--- config.mk ---
export PLATFORM = sky130hd
export DESIGN_NAME = rst_sequencer_flat
export DESIGN_NICKNAME = d
export VERILOG_FILES = /design/src/rtl/rst_sequencer_if.sv /design/src/rtl/rst_sequencer.sv /design/src/flat_wrapper.sv
export SDC_FILE = /design/constraint.sdc
export NUM_CORES = 1
export LEC_CHECK = 0
export ABC_CLOCK_PERIOD_IN_PS = 5400
export BUFFER_PORTS_ARGS = -buffer_cell sky130_fd_sc_hd__buf_2
export CAP_MARGIN = 20
export CORE_UTILIZATION = 64
export DETAILED_ROUTE_END_ITERATION = 10
export PLACE_DENSITY = 0.91
export SKIP_CTS_REPAIR_TIMING = 1
export SKIP_LAST_GASP = 1
export SYNTH_ARGS = -nofsm -noshare
export SYNTH_HDL_FRONTEND = slang
export SYNTH_SLANG_ARGS = --single-unit
--- constraint.sdc ---
create_clock -name sys_clk_i -period 5.4 [get_ports sys_clk_i]
set_input_delay 0.27 -clock sys_clk_i [delete_from_list [all_inputs] [get_ports sys_clk_i]]
set_output_delay 0.27 -clock sys_clk_i [all_outputs]
set_load 0.02 [all_outputs]
--- src/rtl/rst_sequencer_if.sv ---
// Control/status bundle between the reset sequencer and the rest of the system.
// The sequencer uses the slave modport; the requester/observer side uses master.
interface rst_sequencer_if;
    logic       sw_rst_req_i;
    logic       ddr_calib_i;
    logic       net_resetdone_i;
    logic       ddr_rst_o;
    logic       net_rst_o;
    logic       soc_rst_n_o;
    logic       done_o;
    logic       fault_o;
    logic [2:0] state_o;

    modport slave (
        input  sw_rst_req_i, ddr_calib_i, net_resetdone_i,
        output ddr_rst_o, net_rst_o, soc_rst_n_o, done_o, fault_o, state_o
    );

    modport master (
        output sw_rst_req_i, ddr_calib_i, net_resetdone_i,
        input  ddr_rst_o, net_rst_o, soc_rst_n_o, done_o, fault_o, state_o
    );
endinterface

--- src/rtl/rst_sequencer.sv ---
// Board reset sequencer: HOLD -> DDR calib -> NET resetdone -> SoC settle -> RUN.
// Optional macro RST_SEQ_RETRY_EN retries timed-out waits up to MAX_RETRIES times before FAULT.
module rst_sequencer #(
    parameter int unsigned HOLD_CYCLES    = 1024,
    parameter int unsigned TIMEOUT_CYCLES = 2**20,
    parameter int unsigned SOC_SETTLE     = 16,
    parameter int unsigned MAX_RETRIES    = 3
) (
    input  logic             sys_clk_i,
    input  logic             sys_rst_i,
    rst_sequencer_if.slave   bus
);
    localparam int unsigned HOLD_W = $clog2(HOLD_CYCLES + 1);
    localparam int unsigned TO_W   = $clog2(TIMEOUT_CYCLES + 1);
    localparam int unsigned SOC_W  = $clog2(SOC_SETTLE + 1);

    typedef enum logic [2:0] {
        ST_HOLD  = 3'd0,
        ST_DDR   = 3'd1,
        ST_NET   = 3'd2,
        ST_SOC   = 3'd3,
        ST_RUN   = 3'd4,
        ST_FAULT = 3'd5
    } state_e;

    state_e              state_q, state_d;
    logic [HOLD_W-1:0]   hold_cnt_q, hold_cnt_d;
    logic [TO_W-1:0]     to_cnt_q, to_cnt_d;
    logic [SOC_W-1:0]    soc_cnt_q, soc_cnt_d;
    logic [1:0]          calib_sync_q, rdone_sync_q;
    logic                ddr_rst_q, net_rst_q, soc_rst_n_q, done_q, fault_q;
    logic                calib_s, rdone_s, timeout_c, to_hit_c, entry_c;

`ifdef RST_SEQ_RETRY_EN
    localparam int unsigned RTY_W = $clog2(MAX_RETRIES + 1);
    logic [RTY_W-1:0]    retry_q, retry_d;
`else
    // Retry limit is meaningless when every timeout is fatal.
    logic unused_retry_c;
    assign unused_retry_c = ^32'(MAX_RETRIES);
`endif

    assign calib_s   = calib_sync_q[1];
    assign rdone_s   = rdone_sync_q[1];
    assign timeout_c = (to_cnt_q == TO_W'(TIMEOUT_CYCLES - 1));

    always_ff @(posedge sys_clk_i) begin
        if (sys_rst_i) begin
            calib_sync_q <= 2'b00;
            rdone_sync_q <= 2'b00;
        end else begin
            calib_sync_q <= {calib_sync_q[0], bus.ddr_calib_i};
            rdone_sync_q <= {rdone_sync_q[0], bus.net_resetdone_i};
        end
    end

    always_comb begin
        state_d    = state_q;
        hold_cnt_d = hold_cnt_q;
        to_cnt_d   = to_cnt_q;
        soc_cnt_d  = soc_cnt_q;
        to_hit_c   = 1'b0;
`ifdef RST_SEQ_RETRY_EN
        retry_d    = retry_q;
`endif
        case (state_q)
            ST_HOLD:  if (hold_cnt_q == HOLD_W'(HOLD_CYCLES - 1)) state_d = ST_DDR;
            ST_DDR:   if (calib_s) state_d = ST_NET; else if (timeout_c) to_hit_c = 1'b1;
            ST_NET:   if (rdone_s) state_d = ST_SOC; else if (timeout_c) to_hit_c = 1'b1;
            ST_SOC:   if (soc_cnt_q == SOC_W'(SOC_SETTLE - 1)) state_d = ST_RUN;
            ST_RUN:   if (!calib_s || !rdone_s) state_d = ST_HOLD;
            ST_FAULT: state_d = ST_FAULT;
            default:  state_d = ST_HOLD;
        endcase

        if (to_hit_c) begin
`ifdef RST_SEQ_RETRY_EN
            if (retry_q == RTY_W'(MAX_RETRIES)) begin
                state_d = ST_FAULT;
            end else begin
                state_d = ST_HOLD;
                retry_d = retry_q + RTY_W'(1);
            end
`else
            state_d = ST_FAULT;
`endif
        end

        // Software restart wins over any timeout or ready event this cycle.
        if (bus.sw_rst_req_i) state_d = ST_HOLD;
        entry_c = (state_d != state_q);

        if (entry_c || bus.sw_rst_req_i) begin
            hold_cnt_d = '0;
            to_cnt_d   = '0;
            soc_cnt_d  = '0;
        end else begin
            if (state_q == ST_HOLD && hold_cnt_q != HOLD_W'(HOLD_CYCLES))
                hold_cnt_d = hold_cnt_q + HOLD_W'(1);
            if ((state_q == ST_DDR || state_q == ST_NET) && to_cnt_q != TO_W'(TIMEOUT_CYCLES))
                to_cnt_d = to_cnt_q + TO_W'(1);
            if (state_q == ST_SOC && soc_cnt_q != SOC_W'(SOC_SETTLE))
                soc_cnt_d = soc_cnt_q + SOC_W'(1);
        end

`ifdef RST_SEQ_RETRY_EN
        if (bus.sw_rst_req_i || (entry_c && state_d == ST_RUN)) retry_d = '0;
`endif
    end

    // State, counters and Moore output decodes of the next state share one edge.
    always_ff @(posedge sys_clk_i) begin
        if (sys_rst_i) begin
            state_q     <= ST_HOLD;
            hold_cnt_q  <= '0;
            to_cnt_q    <= '0;
            soc_cnt_q   <= '0;
            ddr_rst_q   <= 1'b1;
            net_rst_q   <= 1'b1;
            soc_rst_n_q <= 1'b0;
            done_q      <= 1'b0;
            fault_q     <= 1'b0;
        end else begin
            state_q     <= state_d;
            hold_cnt_q  <= hold_cnt_d;
            to_cnt_q    <= to_cnt_d;
            soc_cnt_q   <= soc_cnt_d;
            ddr_rst_q   <= (state_d == ST_HOLD) || (state_d == ST_FAULT);
            net_rst_q   <= (state_d == ST_HOLD) || (state_d == ST_DDR) || (state_d == ST_FAULT);
            soc_rst_n_q <= (state_d == ST_SOC) || (state_d == ST_RUN);
            done_q      <= (state_d == ST_RUN);
            fault_q     <= (state_d == ST_FAULT);
        end
    end

`ifdef RST_SEQ_RETRY_EN
    always_ff @(posedge sys_clk_i) begin
        if (sys_rst_i) retry_q <= '0;
        else           retry_q <= retry_d;
    end
`endif

    assign bus.ddr_rst_o   = ddr_rst_q;
    assign bus.net_rst_o   = net_rst_q;
    assign bus.soc_rst_n_o = soc_rst_n_q;
    assign bus.done_o      = done_q;
    assign bus.fault_o     = fault_q;
    assign bus.state_o     = 3'(state_q);
endmodule

--- src/flat_wrapper.sv ---
// flat-port wrapper written by rule: the top's interface ports become plain ports
module rst_sequencer_flat 
#(
    parameter int unsigned HOLD_CYCLES    = 1024,
    parameter int unsigned TIMEOUT_CYCLES = 2**20,
    parameter int unsigned SOC_SETTLE     = 16,
    parameter int unsigned MAX_RETRIES    = 3
)
  (sys_clk_i, sys_rst_i, bus_sw_rst_req_i, bus_ddr_calib_i, bus_net_resetdone_i, bus_ddr_rst_o, bus_net_rst_o, bus_soc_rst_n_o, bus_done_o, bus_fault_o, bus_state_o);
  rst_sequencer_if bus_i ();
  input  logic sys_clk_i;
  input  logic sys_rst_i;
  input wire logic [$bits(bus_i.sw_rst_req_i)-1:0] bus_sw_rst_req_i;
  input wire logic [$bits(bus_i.ddr_calib_i)-1:0] bus_ddr_calib_i;
  input wire logic [$bits(bus_i.net_resetdone_i)-1:0] bus_net_resetdone_i;
  output wire logic [$bits(bus_i.ddr_rst_o)-1:0] bus_ddr_rst_o;
  output wire logic [$bits(bus_i.net_rst_o)-1:0] bus_net_rst_o;
  output wire logic [$bits(bus_i.soc_rst_n_o)-1:0] bus_soc_rst_n_o;
  output wire logic [$bits(bus_i.done_o)-1:0] bus_done_o;
  output wire logic [$bits(bus_i.fault_o)-1:0] bus_fault_o;
  output wire logic [$bits(bus_i.state_o)-1:0] bus_state_o;
  assign bus_i.sw_rst_req_i = bus_sw_rst_req_i;
  assign bus_i.ddr_calib_i = bus_ddr_calib_i;
  assign bus_i.net_resetdone_i = bus_net_resetdone_i;
  assign bus_ddr_rst_o = bus_i.ddr_rst_o;
  assign bus_net_rst_o = bus_i.net_rst_o;
  assign bus_soc_rst_n_o = bus_i.soc_rst_n_o;
  assign bus_done_o = bus_i.done_o;
  assign bus_fault_o = bus_i.fault_o;
  assign bus_state_o = bus_i.state_o;
  rst_sequencer #(.HOLD_CYCLES(HOLD_CYCLES), .TIMEOUT_CYCLES(TIMEOUT_CYCLES), .SOC_SETTLE(SOC_SETTLE), .MAX_RETRIES(MAX_RETRIES)) u_core (.sys_clk_i(sys_clk_i), .sys_rst_i(sys_rst_i), .bus(bus_i));
endmodule
# Word level (Yosys, flattened, before mapping)
# Index checks and enable logic that the tools add are counted.
[totals] ram_bits=0 register_bits=49 mem_bits_ro=0 latchBits=0 elab_cells=57 n_memories=0 out_inout_bits=8
[classes] multipliers=0 n_bitwise=0 shifts=0 reduce_logical=15 div=0 addsub=3 n_mux=12 n_lt_le_gt_ge=0 n_eq_ne=16
[ops] cell="adder 21 x 1 -> 21 bit (second input constant)" n=1
[ops] cell="equality test 21 x 20 -> 1 bit (second input constant)" n=1
[ops] cell="two-way mux 3 bit" n=7
[ops] cell="inequality test 21 bit (second input constant)" n=1
[ops] cell="one-hot mux 3 bit (6 select lines)" n=1
[ops] cell="equality test 3 bit (second input constant)" n=4
[ops] cell="adder 11 x 1 -> 11 bit (second input constant)" n=1
[ops] cell="equality test 11 x 10 -> 1 bit (second input constant)" n=1
[ops] cell="inequality test 11 bit (second input constant)" n=1
[ops] cell="equality test 3 x 2 -> 1 bit (second input constant)" n=3
[ops] cell="logical OR 1 bit" n=7
[ops] cell="equality test 3 x 1 -> 1 bit (second input constant)" n=2
[ops] cell="zero test 3 bit" n=2
[ops] cell="adder 5 x 1 -> 5 bit (second input constant)" n=1
[ops] cell="equality test 5 x 4 -> 1 bit (second input constant)" n=1
[ops] cell="inequality test 5 bit (second input constant)" n=1
[ops] cell="logical AND 1 bit" n=3
[ops] cell="two-way mux 1 bit" n=3
[ops] cell="inequality test 3 bit" n=1
[ops] cell="zero test 1 bit" n=2
[ops] cell="one-hot mux 1 bit (2 select lines)" n=1
[ops] cell="OR reduction 2 bit" n=1

# Depth between registers and ports, before layout
[logic_depth] word_depth=9 mapped_depth=9

# Worst setup path before layout
# No wires, ideal clock.
[synth_path] path_kind="reg2reg" startpoint="register u_core.state_q[0], in the netlist u_core.bus.state_o[0]" endpoint="register u_core.hold_cnt_q[10]" slack_ns=3.113 arrival_ns=2.155 period_less_slack_ns=2.287 stages_incl_launch_ff=8 setup_time_ns=0.132 cell_sequence="dfxtp_1 buf_2 or3b_1 a211o_1 or4_4 o211ai_4 buf_6 a211oi_1"
[synth_via] elab_chain_len=7
[synth_rtl] element="start: declaration" line="rst_sequencer.sv:26" source="state_e state_q, state_d;"
[synth_rtl] element="start signal: assignment" line="rst_sequencer.sv:124" source="state_q <= state_d;"
[synth_rtl] element="equality test 3 bit, or another cell as far along" line="rst_sequencer.sv:66" source="case (state_q)"
[synth_rtl] element="one-hot mux 3 bit (6 select lines) / one-hot mux 1 bit (2 select lines) (equally long branches)" line="rst_sequencer.sv:66"
[synth_rtl] element="two-way mux 3 bit" line="rst_sequencer.sv:76" source="if (to_hit_c) begin"
[synth_rtl] element="two-way mux 3 bit" line="rst_sequencer.sv:90" source="if (bus.sw_rst_req_i) state_d = ST_HOLD;"
[synth_rtl] element="inequality test 3 bit" line="rst_sequencer.sv:91" source="entry_c = (state_d != state_q);"
[synth_rtl] element="logical OR 1 bit" line="rst_sequencer.sv:93" source="if (entry_c || bus.sw_rst_req_i) begin"
[synth_rtl] element="OR reduction 2 bit (no line)"
[synth_rtl] element="end signal: assignment" line="rst_sequencer.sv:125" source="hold_cnt_q <= hold_cnt_d;"
[synth_rtl] element="end: declaration" line="rst_sequencer.sv:27" source="logic [HOLD_W-1:0] hold_cnt_q, hold_cnt_d;"
# Several ways; a longest one is shown, not always the timed one.
# A chain may end at the register's enable or synchronous reset.

# Worst setup path in the final report
[layout_path] startpoint="register u_core.state_q[1], in the netlist u_core.bus.state_o[1]" endpoint="register u_core.soc_cnt_q[1]"
[layout_via] elab_chain_len=7
[layout_rtl] element="equality test 3 bit, or another cell as far along" line="rst_sequencer.sv:66"
[layout_rtl] element="one-hot mux 3 bit (6 select lines) / one-hot mux 1 bit (2 select lines) (equally long branches)" line="rst_sequencer.sv:66"
[layout_rtl] element="two-way mux 3 bit" line="rst_sequencer.sv:76"
[layout_rtl] element="two-way mux 3 bit" line="rst_sequencer.sv:90"
[layout_rtl] element="inequality test 3 bit" line="rst_sequencer.sv:91"
[layout_rtl] element="logical OR 1 bit" line="rst_sequencer.sv:93"
[layout_rtl] element="OR reduction 2 bit (no line)"
[layout_rtl] element="end signal: assignment" line="rst_sequencer.sv:127" source="soc_cnt_q <= soc_cnt_d;"
[layout_rtl] element="end: declaration" line="rst_sequencer.sv:29" source="logic [SOC_W-1:0] soc_cnt_q, soc_cnt_d;"
# Several ways; a longest one is shown, not always the timed one.

==> metrics.cfg <==
[finish]
area_growth_pct=7.25
diodes=0
layout.nets=291
final_layout_size_suffix_gt1_frac=0.0893
design_area_um2=2610

[floorplanning]
die_x_um=63.7
core_um2=3660
start_util=0.665
fp.dieH_um=63.7
row_count=22
die_area_um2=4060
io_pins=13

[synthesis]
synth-edff-count=0
yosysTopAreaCell=dfxtp_1
ys_top_cells_by_count=49 x dfxtp_1, 45 x nor3_1, 19 x xor2_1
synthSimpleGateAreaFrac=0.305
syn_avg_cell_area_um2=8.95
yosys_warnings=0
synth_top_family_by_area=simple AND/OR/NAND/NOR gates
synth_compound_gate_area_share=0.0863
yosys-top-cells-area=dfxtp_1 40%, nor3_1 9.2%, xor2_1 6.8%
syn-num-nets=284
yosysMostFrequentCell=dfxtp_1
ys_seq_area_frac=0.403
synth_fa_ha_area_frac=0.0360
ys_types=48
synth_top_area_frac=0.403
synth.mux.area_fraction=0.00411
yosys.area_share.xor_xnor=0.115
synthFlopType=dfxtp_1
synthesis.area_um2=2430
ys_ff_latch=49
synth_cells=272
synthArstFlopShare=0

[worst_setup_path]
crit_path_top_delay_cell=a31oi_4
cp-start-kind=flip-flop
r2r-start=u_core.bus.state_o[1]
critPathLaunch=u_core.bus.state_o[1]
arrival_ps=2900
endpoint_kind=flip-flop
endpoint=u_core.soc_cnt_q[1]
r2r_cells=5
r2r-end=u_core.soc_cnt_q[1]
cp_slowest_stage_delay_ps=790
cp.required_ps=5560
worstPathCellList=or3b_1, a211o_1, or3_4, a31oi_4, nor3_1
timing.reg2reg.setup_slack_ps=2660
worstSetupPathType=reg2reg
crit_fanout=37

[sta]
maxSlewHeadroom=0.302
tightest_slew_ps=1040
setup_viol=0
slew_viol_final=0
finalHoldViolations=0
finalCriticalPeriod_ps=2740
tns_ps=0
whs_ps=165
setup_ws_ps=2660
finalClockSkew_ps=7.96
fmax_mhz=364
rsz0062_at_grt=no
min_period_over_period=0.508

[clocking]
cts_num_sinks=49
path_clk_slew_ps=90
ctsHtreeMaxLevel=2
clockBufferDepth=2
worstSkewPairLatency_ps=310
cts-root-buf=clkbuf_8
numCtsBuffers=5
cts_tree=yes

[worst_hold_path]
worstHoldStart=bus_ddr_calib_i
hold_path_class=in2reg

[detailed_routing]
via_per_inst=5.99
drt.antenna.violating_nets=0
drt-initial-drc-count=142
routed-via-count=1964
avgRoutedWirePerCell_um=14.2
drc=0
drt_wl_total_um=4660
detail_route.first_pass.iterations=4

[place]
place_congestion=0.858
dpl.hpwl_um=3170
io_buffers=12
place_ws_ps=2680
postPlaceCellArea_um2=2470

[global_routing]
grt_use_total=0.251
antenna_found_initial=0
grt_pass1_vias=1826
grt_start_max_net_pins=38
grt_pass1_wl_um=8000
grt-ovfl-total=0

[run_status]
status=finished clean

[power_and_ir_drop]
total_leakage_power_nw=0.913
vdd_ir_drop_max_mv=0.181
cellPowerDensity_nw_per_um2=265

[flow_run]
drv_cap=0

worst max-delay path: cells and delay by family, from the launching register on:
family,cells,cell delay [ps]
compound gates,2,1130
simple gates,3,880
flops,1,580
layout make-up:
cell class,instances,area (µm²)
Clock inverter,3,68.8
Inverter,11,41.3
Sequential cell,49,981
Multi-Input combinational cell,200,1330
Fill cell,276,1050
Tap cell,48,60.1
Clock buffer,5,68.8
Timing Repair Buffer,12,60.1
how the worst min path moves through the flow:
stage | endpoint | slack (ps) | depth (start not counted)
CTS | u_core.calib_sync_q[0] | 160 | 2
detailed placement | u_core.calib_sync_q[1] | 430 | 1
global route | u_core.rdone_sync_q[0] | 190 | 2
global placement | u_core.calib_sync_q[1] | 430 | 1
finish | u_core.calib_sync_q[0] | 160 | 2
floorplan | u_core.calib_sync_q[0] | 340 | 1
metal layers:
layer,track usage,vias up,routed length (µm)
met2,0.434,35,2230
met1,0.308,931,2180
met4,0.0994,0,69
met3,0.0380,7,175
met5,0,-,0
li1,-,991,-
sequential cells by signal (all words and copies together), names as in the netlist, 2 cells and up:
signal / count
u_core.rdone_sync_q: 2
u_core.hold_cnt_q: 11
u_core.soc_cnt_q: 5
u_core.bus.state_o: 3
u_core.to_cnt_q: 21
u_core.calib_sync_q: 2
per-stage QoR:
| step | power, mW | util | instances |
|---|---|---|---|
| detailed placement | 0.386 | 0.676 | 320 |
| floorplan | 0.384 | - | 272 |
| CTS | 0.694 | 0.713 | 328 |
| global placement | 0.385 | 0.676 | 320 |
| finish | 0.692 | 0.713 | 328 |
| global route | 0.707 | 0.713 | 328 |
report_power, final:
part / leakage [nW] / switching, mW / total, mW / internal (mW)
sequential: 0.396 / 0.00137 / 0.364 / 0.363
combinational: 0.449 / 0.00849 / 0.0128 / 0.00435
clock: 0.0687 / 0.128 / 0.314 / 0.186
total: 0.913 / 0.138 / 0.692 / 0.554
cell families (layout without fill, tap and decap cells):
logic type | count (synthesis) | count (layout)
and+or+nand+nor | 133 | 133
buffers and inverters | 23 | 31
AOI/OAI and AO/OA | 27 | 27
adders and majority gates | 7 | 7
xor gates and xnor gates | 32 | 32
DFF | 49 | 49
muxes | 1 | 1
cells in the final DEF, fill, tap and decap left out, types with 2 or more instances in the layout:
cell and instances:
dfxtp_1 49, nor3_1 45, xor2_1 19, nand2_1 17, xnor2_1 13, nor2_1 12
buf_2 12, inv_1 11, nand3_1 10, nand4_1 9, ha_1 7, o21ai_0 6
nor4_1 6, and3_1 5, a21oi_1 5, nor2b_1 5, clkbuf_8 5, and4_1 4
nand2b_1 3, nor3b_1 2, nand4b_1 2, a31oi_1 2, or4_4 2, or3b_1 2
o31a_1 2, nor4b_1 2, or4_1 2, bufinv_16 2
Note: power is estimated with default switching activity, not from simulation.
